$ cat src/rtl/router_pkg.sv
// Shared router definitions: direction indices, default address widths and
// the dimension-ordered (X then Y) routing decision.
package router_pkg;

  localparam int DIR_N     = 0;
  localparam int DIR_S     = 1;
  localparam int DIR_E     = 2;
  localparam int DIR_W     = 3;
  localparam int DIR_LOCAL = 4;

  localparam int NUM_PORTS              = 4;
  localparam int DEFAULT_NA_WIDTH       = 4;
  localparam int DEFAULT_CBA_WIDTH      = 8;
  localparam int DROP_COUNT_WIDTH       = 8;

  typedef logic [2:0] dir_t;

  // X is resolved completely before Y; a packet already at its column and row
  // belongs to the local cache.
  function automatic dir_t route_xy(input int unsigned dest_x,
                                    input int unsigned dest_y,
                                    input int unsigned local_x,
                                    input int unsigned local_y);
    dir_t result;
    if (dest_x > local_x)      result = dir_t'(DIR_E);
    else if (dest_x < local_x) result = dir_t'(DIR_W);
    else if (dest_y > local_y) result = dir_t'(DIR_N);
    else if (dest_y < local_y) result = dir_t'(DIR_S);
    else                       result = dir_t'(DIR_LOCAL);
    return result;
  endfunction

endpackage

$ cat src/rtl/sync_fifo.sv
// Single-clock FIFO with wrap-bit pointers. The head entry is read straight
// from the storage array so it is visible the cycle after it is written.
module sync_fifo #(
  parameter int WIDTH = 8,
  parameter int DEPTH = 4
) (
  input  logic             clk,
  input  logic             reset,
  input  logic             push,
  input  logic [WIDTH-1:0] push_data,
  input  logic             pop,
  output logic [WIDTH-1:0] head_data,
  output logic             full,
  output logic             empty
);

  localparam int AW = $clog2(DEPTH);

  logic [WIDTH-1:0] r_mem [DEPTH];
  logic [AW:0]      r_wr_ptr;
  logic [AW:0]      r_rd_ptr;
  logic             w_push_ok;
  logic             w_pop_ok;

  assign empty     = (r_wr_ptr == r_rd_ptr);
  assign full      = (r_wr_ptr[AW] != r_rd_ptr[AW]) &&
                     (r_wr_ptr[AW-1:0] == r_rd_ptr[AW-1:0]);
  assign w_push_ok = push && !full;
  assign w_pop_ok  = pop && !empty;
  assign head_data = r_mem[r_rd_ptr[AW-1:0]];

  // Storage array: written only on an accepted push, never cleared.
  always_ff @(posedge clk) begin
    if (w_push_ok) begin
      r_mem[r_wr_ptr[AW-1:0]] <= push_data;
    end
  end

  // Pointer update; reset flushes the queue by equalising the pointers.
  always_ff @(posedge clk) begin
    if (reset) begin
      r_wr_ptr <= '0;
      r_rd_ptr <= '0;
    end else begin
      if (w_push_ok) r_wr_ptr <= r_wr_ptr + 1'b1;
      if (w_pop_ok)  r_rd_ptr <= r_rd_ptr + 1'b1;
    end
  end

endmodule

$ cat src/rtl/input_port_router.sv
// Receive side of one router link: buffers incoming packets, XY-routes the
// head packet and requests exactly one output arbiter or the local cache.
module input_port_router
  import router_pkg::*;
#(
  parameter int NETWORK_ADDRESS_WIDTH    = DEFAULT_NA_WIDTH,
  parameter int CACHE_BANK_ADDRESS_WIDTH = DEFAULT_CBA_WIDTH,
  parameter int DATA_WIDTH               = 32,
  parameter int BUFFER_DEPTH             = 4,
  parameter int LOCAL_X                  = 0,
  parameter int LOCAL_Y                  = 0
) (
  input  logic                                                clk,
  input  logic                                                reset,
  input  logic                                                inValid,
  output logic                                                inReady,
  input  logic [NETWORK_ADDRESS_WIDTH+CACHE_BANK_ADDRESS_WIDTH-1:0] destinationAddressIn,
  input  logic [NETWORK_ADDRESS_WIDTH-1:0]                    requesterAddressIn,
  input  logic                                                readIn,
  input  logic                                                writeIn,
  input  logic [DATA_WIDTH-1:0]                               dataIn,
  input  logic [NUM_PORTS-1:0]                                portReady,
  input  logic                                                cacheReady,
  output logic [NUM_PORTS-1:0]                                selectBit,
  output logic                                                cacheSelect,
  output logic [NETWORK_ADDRESS_WIDTH+CACHE_BANK_ADDRESS_WIDTH-1:0] destinationAddressOut,
  output logic [NETWORK_ADDRESS_WIDTH-1:0]                    requesterAddressOut,
  output logic                                                readOut,
  output logic                                                writeOut,
  output logic [DATA_WIDTH-1:0]                               dataOut,
  output logic [DROP_COUNT_WIDTH-1:0]                         dropCount
);

  localparam int NA     = NETWORK_ADDRESS_WIDTH;
  localparam int HALF   = NA / 2;
  localparam int DEST_W = NA + CACHE_BANK_ADDRESS_WIDTH;
  localparam int PKT_W  = DEST_W + NA + 2 + DATA_WIDTH;

  logic [PKT_W-1:0]      w_push_pkt;
  logic [PKT_W-1:0]      w_head;
  logic                  w_full;
  logic                  w_empty;
  logic                  w_push;
  logic                  w_pop;
  logic [DEST_W-1:0]     w_head_dest;
  logic [NA-1:0]         w_head_req;
  logic                  w_head_rd;
  logic                  w_head_wr;
  logic [DATA_WIDTH-1:0] w_head_data;
  logic [NA-1:0]         w_net;
  logic [HALF-1:0]       w_dest_x;
  logic [HALF-1:0]       w_dest_y;
  dir_t                  w_dir;
  logic                  w_active;
  logic                  w_malformed;
  logic                  w_req;
  logic                  w_target_ready;
  logic [DROP_COUNT_WIDTH-1:0] r_drop_count;

  assign w_push_pkt = {destinationAddressIn, requesterAddressIn, readIn, writeIn, dataIn};
  assign inReady    = !w_full && !reset;
  assign w_push     = inValid && inReady;

  sync_fifo #(
    .WIDTH (PKT_W),
    .DEPTH (BUFFER_DEPTH)
  ) u_fifo (
    .clk       (clk),
    .reset     (reset),
    .push      (w_push),
    .push_data (w_push_pkt),
    .pop       (w_pop),
    .head_data (w_head),
    .full      (w_full),
    .empty     (w_empty)
  );

  assign {w_head_dest, w_head_req, w_head_rd, w_head_wr, w_head_data} = w_head;

  assign w_net    = w_head_dest[DEST_W-1 -: NA];
  assign w_dest_x = w_net[HALF-1:0];
  assign w_dest_y = w_net[NA-1 -: HALF];
  assign w_dir    = route_xy(32'(w_dest_x), 32'(w_dest_y),
                             32'(LOCAL_X), 32'(LOCAL_Y));

  // Nothing is requested while reset is high, even if stale entries remain.
  assign w_active    = !w_empty && !reset;
  assign w_malformed = (w_head_rd == w_head_wr);
  assign w_req       = w_active && !w_malformed;

  // Ready of whichever target the head is routed to; only used to pop.
  always_comb begin
    w_target_ready = 1'b0;
    if (w_dir == dir_t'(DIR_LOCAL)) w_target_ready = cacheReady;
    else                            w_target_ready = portReady[w_dir[1:0]];
  end

  // Malformed heads leave unconditionally so they cannot block the link.
  assign w_pop = w_active && (w_malformed || w_target_ready);

  generate
    for (genvar gi = 0; gi < NUM_PORTS; gi++) begin : g_select
      assign selectBit[gi] = w_req && (w_dir == dir_t'(gi));
    end
  endgenerate
  assign cacheSelect = w_req && (w_dir == dir_t'(DIR_LOCAL));

  // Head fields are forced to zero whenever there is no valid head.
  assign destinationAddressOut = w_active ? w_head_dest : '0;
  assign requesterAddressOut   = w_active ? w_head_req  : '0;
  assign readOut               = w_active ? w_head_rd   : 1'b0;
  assign writeOut              = w_active ? w_head_wr   : 1'b0;
  assign dataOut               = w_active ? w_head_data : '0;

  // Saturating count of heads discarded because read and write agree.
  always_ff @(posedge clk) begin
    if (reset) begin
      r_drop_count <= '0;
    end else if (w_active && w_malformed && (r_drop_count != '1)) begin
      r_drop_count <= r_drop_count + 1'b1;
    end
  end

  assign dropCount = r_drop_count;

endmodule

$ cat config.mk
export PLATFORM = sky130hd
export DESIGN_NAME = input_port_router
export DESIGN_NICKNAME = d
export VERILOG_FILES = /design/src/rtl/router_pkg.sv /design/src/rtl/sync_fifo.sv /design/src/rtl/input_port_router.sv
export SDC_FILE = /design/constraint.sdc
export NUM_CORES = 1
export LEC_CHECK = 0
export ABC_CLOCK_PERIOD_IN_PS = 12350
export BUFFER_PORTS_ARGS = -buffer_cell sky130_fd_sc_hd__buf_2
export CORE_MARGIN = 2
export CORE_UTILIZATION = 53
export CTS_CLUSTER_SIZE = 30
export DETAILED_ROUTE_END_ITERATION = 7
export GPL_ROUTABILITY_DRIVEN = 0
export MAX_ROUTING_LAYER = met4
export PLACE_DENSITY = 0.71
export SETUP_SLACK_MARGIN = 0.05
export SLEW_MARGIN = 5
export SYNTH_ARGS = -nofsm -noshare
export SYNTH_HDL_FRONTEND = slang
export SYNTH_HIERARCHICAL = 1
export SYNTH_SLANG_ARGS = --single-unit
export TNS_END_PERCENT = 5
$ cat constraint.sdc
create_clock -name clk -period 12.35 [get_ports clk]
set_input_delay 0.6175 -clock clk [delete_from_list [all_inputs] [get_ports clk]]
set_output_delay 0.6175 -clock clk [all_outputs]
set_load 0.02 [all_outputs]
==> results of run 1 <==
==> worst max-delay path by stage <==
stage	end	slack, ps
final	cacheSelect	8580
after global routing	cacheSelect	8320
after CTS	cacheSelect	8460
after global placement	cacheSelect	9030
after detailed placement	cacheSelect	9000
after floorplan	u_fifo/r_mem[3][0]	7770
==> where the power goes <==
part	internal, mW	switching [mW]
registers	0.828	0.0605
clock network	0.381	0.261
logic	0.169	0.171
==> per-layer routing <==
| metal | GRT usage [%] | vias up | share of wire (%) |
|---|---|---|---|
| met2 | 30.9 | 153 | 51 |
| met4 | 5.50 | 0 | 2.1 |
| met1 | 25.2 | 2261 | 41 |
| li1 | - | 2044 | - |
| met3 | 4.94 | 30 | 6.6 |
| met5 | - | - | 0 |
==> state kept, by name, indices dropped and copies added (netlist names), named ones only <==
register / count
dropCount: 8
u_fifo/r_mem: 200
u_fifo/r_rd_ptr: 3
u_fifo/r_wr_ptr: 3
==> worst register-to-register path, cell delays in order (launching register included) <==
cell,delay [ps]
dfxtp_1,490
xnor2_1,290
nand2_1,240
nor2_1,70
nor2_1,110
and2_1,280
inv_1,90
a31oi_1,230
and2_2,510
buf_4,570
==> layout make-up <==
type | instances | area (um^2)
repair buffers | 122 | 623
multi-input cells | 201 | 2170
inverters | 7 | 26.3
clock buffers | 25 | 583
flip-flops and latches | 216 | 6330
clock inverters | 15 | 125
diodes | 2 | 5.00
fillers | 1149 | 5750
well taps | 216 | 270
==> layout by cell type (no fill, tap or decap), types with 2 or more instances in the layout <==
cell and count:
ha_1 6, clkinv_1 8, xnor2_1 3, and3_1 2, clkinv_2 2, buf_4 5, dfxtp_1 14, clkbuf_1 2
clkbuf_16 23, nor2_1 10, inv_6 2, or3_1 3, a21oi_1 3, mux4_2 50, o21ai_0 6, nor4_2 2
edfxtp_1 200, a41oi_1 2, and2_1 51, conb_1 2, and2_2 3, nor3b_1 4, nor3_1 2, inv_1 7
nand2_1 7, nand4_1 2, buf_2 117, a31oi_1 5, xor2_1 6, diode_2 2, bufinv_16 2, o211ai_1 7
nand3_1 8
==> logic make-up (layout without fill, tap and decap cells) <==
group / count (synthesis) / in the layout / share of synthesized area, %
flops: 216 / 216 / 73.3
xor+xnor: 10 / 10 / 1.10
other cells: 1 / 4 / 0.0434
fa+ha+maj: 6 / 6 / 0.870
compound gates: 32 / 32 / 2.61
buf+inv: 30 / 169 / 1.80
mux: 51 / 51 / 13.2
simple gates: 100 / 100 / 7.15
==> per-stage QoR <==
stage          utilization [%]  area [um^2]
4_1_cts                   63.8        10100
3_5_place_dp              59.3         9430
2_1_floorplan                -         8640
6_report                  63.8        10100
5_1_grt                   63.8        10100
3_3_place_gp              59.3         9430
==> impl_metrics.json, run 1 <==
{
  "status": "completed",
  "dp_hpwl_um": 9420,
  "async_flop_share_pct": 0,
  "fin_crit_ps": 3770,
  "post_route_cells_drive_above_1_share_pct": 37.0,
  "cts_sinks": 216,
  "place_inst": 762,
  "tightest_slew_ps": 1040,
  "vias": 4488,
  "yosysWarnings": 6,
  "num_io_pins": 122,
  "worst-path-buf-inv": 1,
  "synth_top_cells_by_count": "edfxtp_1 (200), and2_1 (54), mux4_2 (50), dfxtp_1 (16), clkbuf_1 (11)",
  "path_depth": 5,
  "die_h_um": 132,
  "cts_buffer_depth": 3,
  "slowest_delay_ps": 1040,
  "viasPerCell": 5.58,
  "total_power_mw": 1.87,
  "crit_required_ps": 11730,
  "nets": 635,
  "timing.rr.end": "u_fifo/r_mem[2][7]",
  "synth.distinct_cells": 46,
  "cts_root_buffer": "clkbuf_16",
  "hold_viol": 0,
  "grt.total_usage_pct": 19.5,
  "post_cts_buffers": 0,
  "hp-start": "writeIn",
  "post_drt_wl_per_cell_um": 19.9,
  "initial_core_util_pct": 54.3,
  "setup_viol": 0,
  "r2r_start": "u_fifo/r_wr_ptr[0]",
  "r2r_setup_slack_ps": 9080,
  "critPathKind": "flip-flop to output port",
  "die-width_um": 132,
  "ys_seq_area_share_pct": 73.3,
  "setup_tns_ps": 0,
  "yosys_most_used_dff": "edfxtp_1",
  "fin_cells": 804,
  "clock_latency_ps": 500,
  "cp-end-kind": "output port",
  "avgSynthCellArea_um2": 19.4,
  "place_ws_ps": 9000,
  "cts_tree": "built",
  "crit_chain": "mux4_2 -> xor2_1 -> nand3_1 -> nor3_1 -> buf_2",
  "worstHoldEndpoint": "u_fifo/r_mem[2][32]",
  "grt_first_pass_wirelength_um": 25600,
  "finalCritPeriodShare_pct": 30.5,
  "fmax_ghz": 0.266,
  "cts_resized": 0,
  "setup_ws_ps": 8580,
  "slew_headroom_pct": 30.7,
  "core_area_mm2": 0.0159,
  "postSynthCellCount": 446,
  "reg2reg_depth": 9,
  "grt_max_degree": 54,
  "areaGrowthSynthToFinish_pct": 17.4,
  "leakage_nw": 3.53,
  "drc": 0,
  "hold_path_depth": 1,
  "worst_clock_skew_ps": 11.2,
  "synth_top_area_share_pct": 69.6,
  "worst_ep_arrival_time_ps": 3150,
  "drv_cap": 0,
  "ys_top_cells_by_area": "edfxtp_1 (70%), mux4_2 (13%), and2_1 (3.9%)",
  "clkTransAtPathRegs_ps": 60,
  "grt_overflow": 0,
  "grt_pass1_vias": 4791,
  "cp-start-kind": "flip-flop",
  "htreeDepth": 1,
  "rsz0062_at_grt": "no",
  "crit_family": "flip-flops",
  "numCtsBuffers": 23,
  "die-area_mm2": 0.0173,
  "antenna_found_initial": 2,
  "postRouteAntennaNets": 0,
  "drtIter0Drc": 272,
  "synth_edf_count": 200,
  "rows": 46,
  "hold_ws_ps": 330,
  "netlist_area_mm2": 0.00863,
  "ir_worst_vdd_uv": 127,
  "wl_um": 16000,
  "yosysMostFrequentCell": "edfxtp_1",
  "crit_slowest_cell": "dfxtp_4",
  "drt-pass1-iter-count": 4,
  "hp-class": "primary input to flip-flop",
  "port_buffers": 117,
  "drv_slew": 0,
  "holdBufCountCts": 0,
  "crit_path_max_fanout": 50,
  "yosysTopAreaCell": "edfxtp_1",
  "synth_seq_cells": 216,
  "p_per_area_mw_per_mm2": 184
}
Power figures use the tool's default switching activity.
==> run 2: changes to the inputs <==
--- a/config.mk
+++ b/config.mk
@@ -5,7 +5,7 @@
 export SDC_FILE = /design/constraint.sdc
 export NUM_CORES = 1
 export LEC_CHECK = 0
-export ABC_CLOCK_PERIOD_IN_PS = 12350
+export ABC_CLOCK_PERIOD_IN_PS = 3500
 export BUFFER_PORTS_ARGS = -buffer_cell sky130_fd_sc_hd__buf_2
 export CORE_MARGIN = 2
 export CORE_UTILIZATION = 53
==> constraint.sdc (replaced) <==
create_clock -name clk -period 3.5 [get_ports clk]
set_input_delay 0.175 -clock clk [delete_from_list [all_inputs] [get_ports clk]]
set_output_delay 0.175 -clock clk [all_outputs]
set_load 0.02 [all_outputs]
==> run 2 against run 1 <==
Final cell count rose by 6.2%. Die area did not move. Cell area rose by 5.8%. Clock-buffer cell count fell by 2.
==> impl_metrics.json, run 2 (synthesized netlist as in run 1, its figures left out) <==
{
  "p_sw_mw": 1.79,
  "drv_slew": 0,
  "drtIter0Drc": 295,
  "worstHoldEndpoint": "dropCount[2]",
  "rsz0062_at_grt": "no",
  "p_int_mw": 4.95,
  "worst_clock_skew_ps": 15.7,
  "status": "completed",
  "die_h_um": 132,
  "setup_tns_ps": 0,
  "hold_ws_ps": 102,
  "critPathKind": "flip-flop to output port",
  "dp_hpwl_um": 9820,
  "drv_cap": 0,
  "drt-pass1-iter-count": 4,
  "post_route_cells_drive_above_1_share_pct": 35.1,
  "port_buffers": 117,
  "antenna_found_initial": 0,
  "slew_headroom_pct": 49.7,
  "grt.total_usage_pct": 20.0,
  "htreeDepth": 1,
  "wl_um": 16700,
  "fin_crit_ps": 3030,
  "ir_worst_vdd_uv": 626,
  "post_drt_wl_per_cell_um": 19.5,
  "cts_buffer_depth": 3,
  "switching_share_pct": 26.5,
  "share_comb_of_total_power_pct": 20.3,
  "hp-start": "reset",
  "grt_overflow": 0,
  "largest_register_ffs": 200,
  "initial_core_util_pct": 54.3,
  "p_seq_share_pct": 45.1,
  "r2r_start": "u_fifo/r_wr_ptr[0]",
  "crit_slowest_cell": "nor2_8",
  "die-area_mm2": 0.0173,
  "n_antenna_cell": 0,
  "slowest_delay_ps": 590,
  "leakage_nw": 3.78,
  "grt_first_pass_wirelength_um": 26600,
  "cts_sinks": 216,
  "rows": 46,
  "reg2reg_depth": 9,
  "p_per_area_mw_per_mm2": 629,
  "hold_viol": 0,
  "core_area_mm2": 0.0159,
  "cts_root_buffer": "clkbuf_16",
  "clkPwrFrac_pct": 34.6,
  "postRouteAntennaNets": 0,
  "hold_path_depth": 2,
  "die-width_um": 132,
  "num_io_pins": 122,
  "viasPerCell": 5.49,
  "r2r_setup_slack_ps": 520,
  "crit_chain": "xor2_1 -> nor2_1 -> nor2_8 -> nand3_1 -> nor3_1 -> buf_2",
  "clock_latency_ps": 510,
  "worst_ep_arrival_time_ps": 2860,
  "clkTransAtPathRegs_ps": 60,
  "crit_required_ps": 3320,
  "finalCritPeriodShare_pct": 86.6,
  "post_cts_buffers": 0,
  "timing.rr.end": "u_fifo/r_mem[2][36]",
  "cp-end-kind": "output port",
  "nets": 686,
  "grt_pass1_vias": 5135,
  "cp-start-kind": "flip-flop",
  "setup_viol": 0,
  "hp-class": "primary input to flip-flop",
  "tightest_slew_ps": 749,
  "vias": 4691,
  "areaGrowthSynthToFinish_pct": 24.2,
  "crit_path_max_fanout": 53,
  "drc": 0,
  "mostFrequentLayoutCell": "edfxtp_1",
  "grt_max_degree": 54,
  "cts_tree": "built",
  "layout_common_cells": "edfxtp_1 (200), buf_2 (117), and2_1 (51)",
  "fmax_ghz": 0.330,
  "numCtsBuffers": 22
}
-- run 2: changes by cell type in the layout (fill, tap and decap cells not counted), sizes merged --
cell / change
buf: +2
bufinv: +1
clkbuf: -2
clkinv: +2
clkinvlp: +1
diode: -2
dlygate4sd3: +50
inv: -2
-- run 2: layout make-up --
type                    instances  area [um^2]
well taps                     216          270
flip-flops and latches        216         6330
clock inverters                17          179
repair buffers                174         1190
inverters                       7         26.3
multi-input cells             201         2170
clock buffers                  23          554
fillers                      1080         5160
-- run 2: timing repair --
item / 4_1_cts / 5_1_grt
endpoints found under the hold margin: 200 / 0
gates resized for setup: 0 / 0
hold buffers: 50 / 0
-- run 2: worst max path at each step --
stage	cells after the start	from	endpoint
floorplan	9	u_fifo/r_rd_ptr[1]	u_fifo/r_mem[0][0]
global route	9	u_fifo/r_wr_ptr[0]	u_fifo/r_mem[2][41]
finish	6	u_fifo/r_wr_ptr[2]	cacheSelect
detailed placement	9	u_fifo/r_wr_ptr[1]	u_fifo/r_mem[2][44]
CTS	6	u_fifo/r_wr_ptr[2]	cacheSelect
global placement	9	u_fifo/r_wr_ptr[1]	u_fifo/r_mem[2][44]
-- run 2: critical path, delay by kind of cell, from the launching register on --
family                 cells  cell delay, ps
buffers and inverters      1             190
AND/OR/NAND/NOR            4            1180
flip-flops                 1             430
XOR/XNOR                   1             560
-- run 2: power groups by stage --
stage	Clock, mW	Sequential, mW	Combinational, mW
floorplan	0	3.01	1.05
global placement	0	3.09	1.31
detailed placement	0	3.10	1.33
CTS	2.37	3.05	1.39
global route	2.47	3.06	1.48
finish	2.33	3.04	1.37
-- run 2: layer usage --
| metal | track usage [%] | part of all wire [%] | wire [um] | up-vias |
|---|---|---|---|---|
| li1 | - | - | - | 2145 |
| met1 | 24.5 | 40 | 6600 | 2354 |
| met2 | 34.4 | 52 | 8610 | 164 |
| met3 | 4.44 | 6.7 | 1120 | 28 |
| met4 | 4.89 | 2.0 | 329 | 0 |
| met5 | - | 0 | 0 | - |
-- run 2: through the flow --
step / setup WS (ps) / utilization [%] / instance area [um^2] / std cells / total power, mW
2_1_floorplan: 150 / - / 8650 / 447 / 4.06
3_3_place_gp: 626 / 59.7 / 9490 / 764 / 4.41
3_5_place_dp: 529 / 59.7 / 9490 / 764 / 4.43
4_1_cts: 429 / 67.5 / 10700 / 854 / 6.80
5_1_grt: 232 / 67.5 / 10700 / 854 / 7.01
6_report: 469 / 67.5 / 10700 / 854 / 6.74
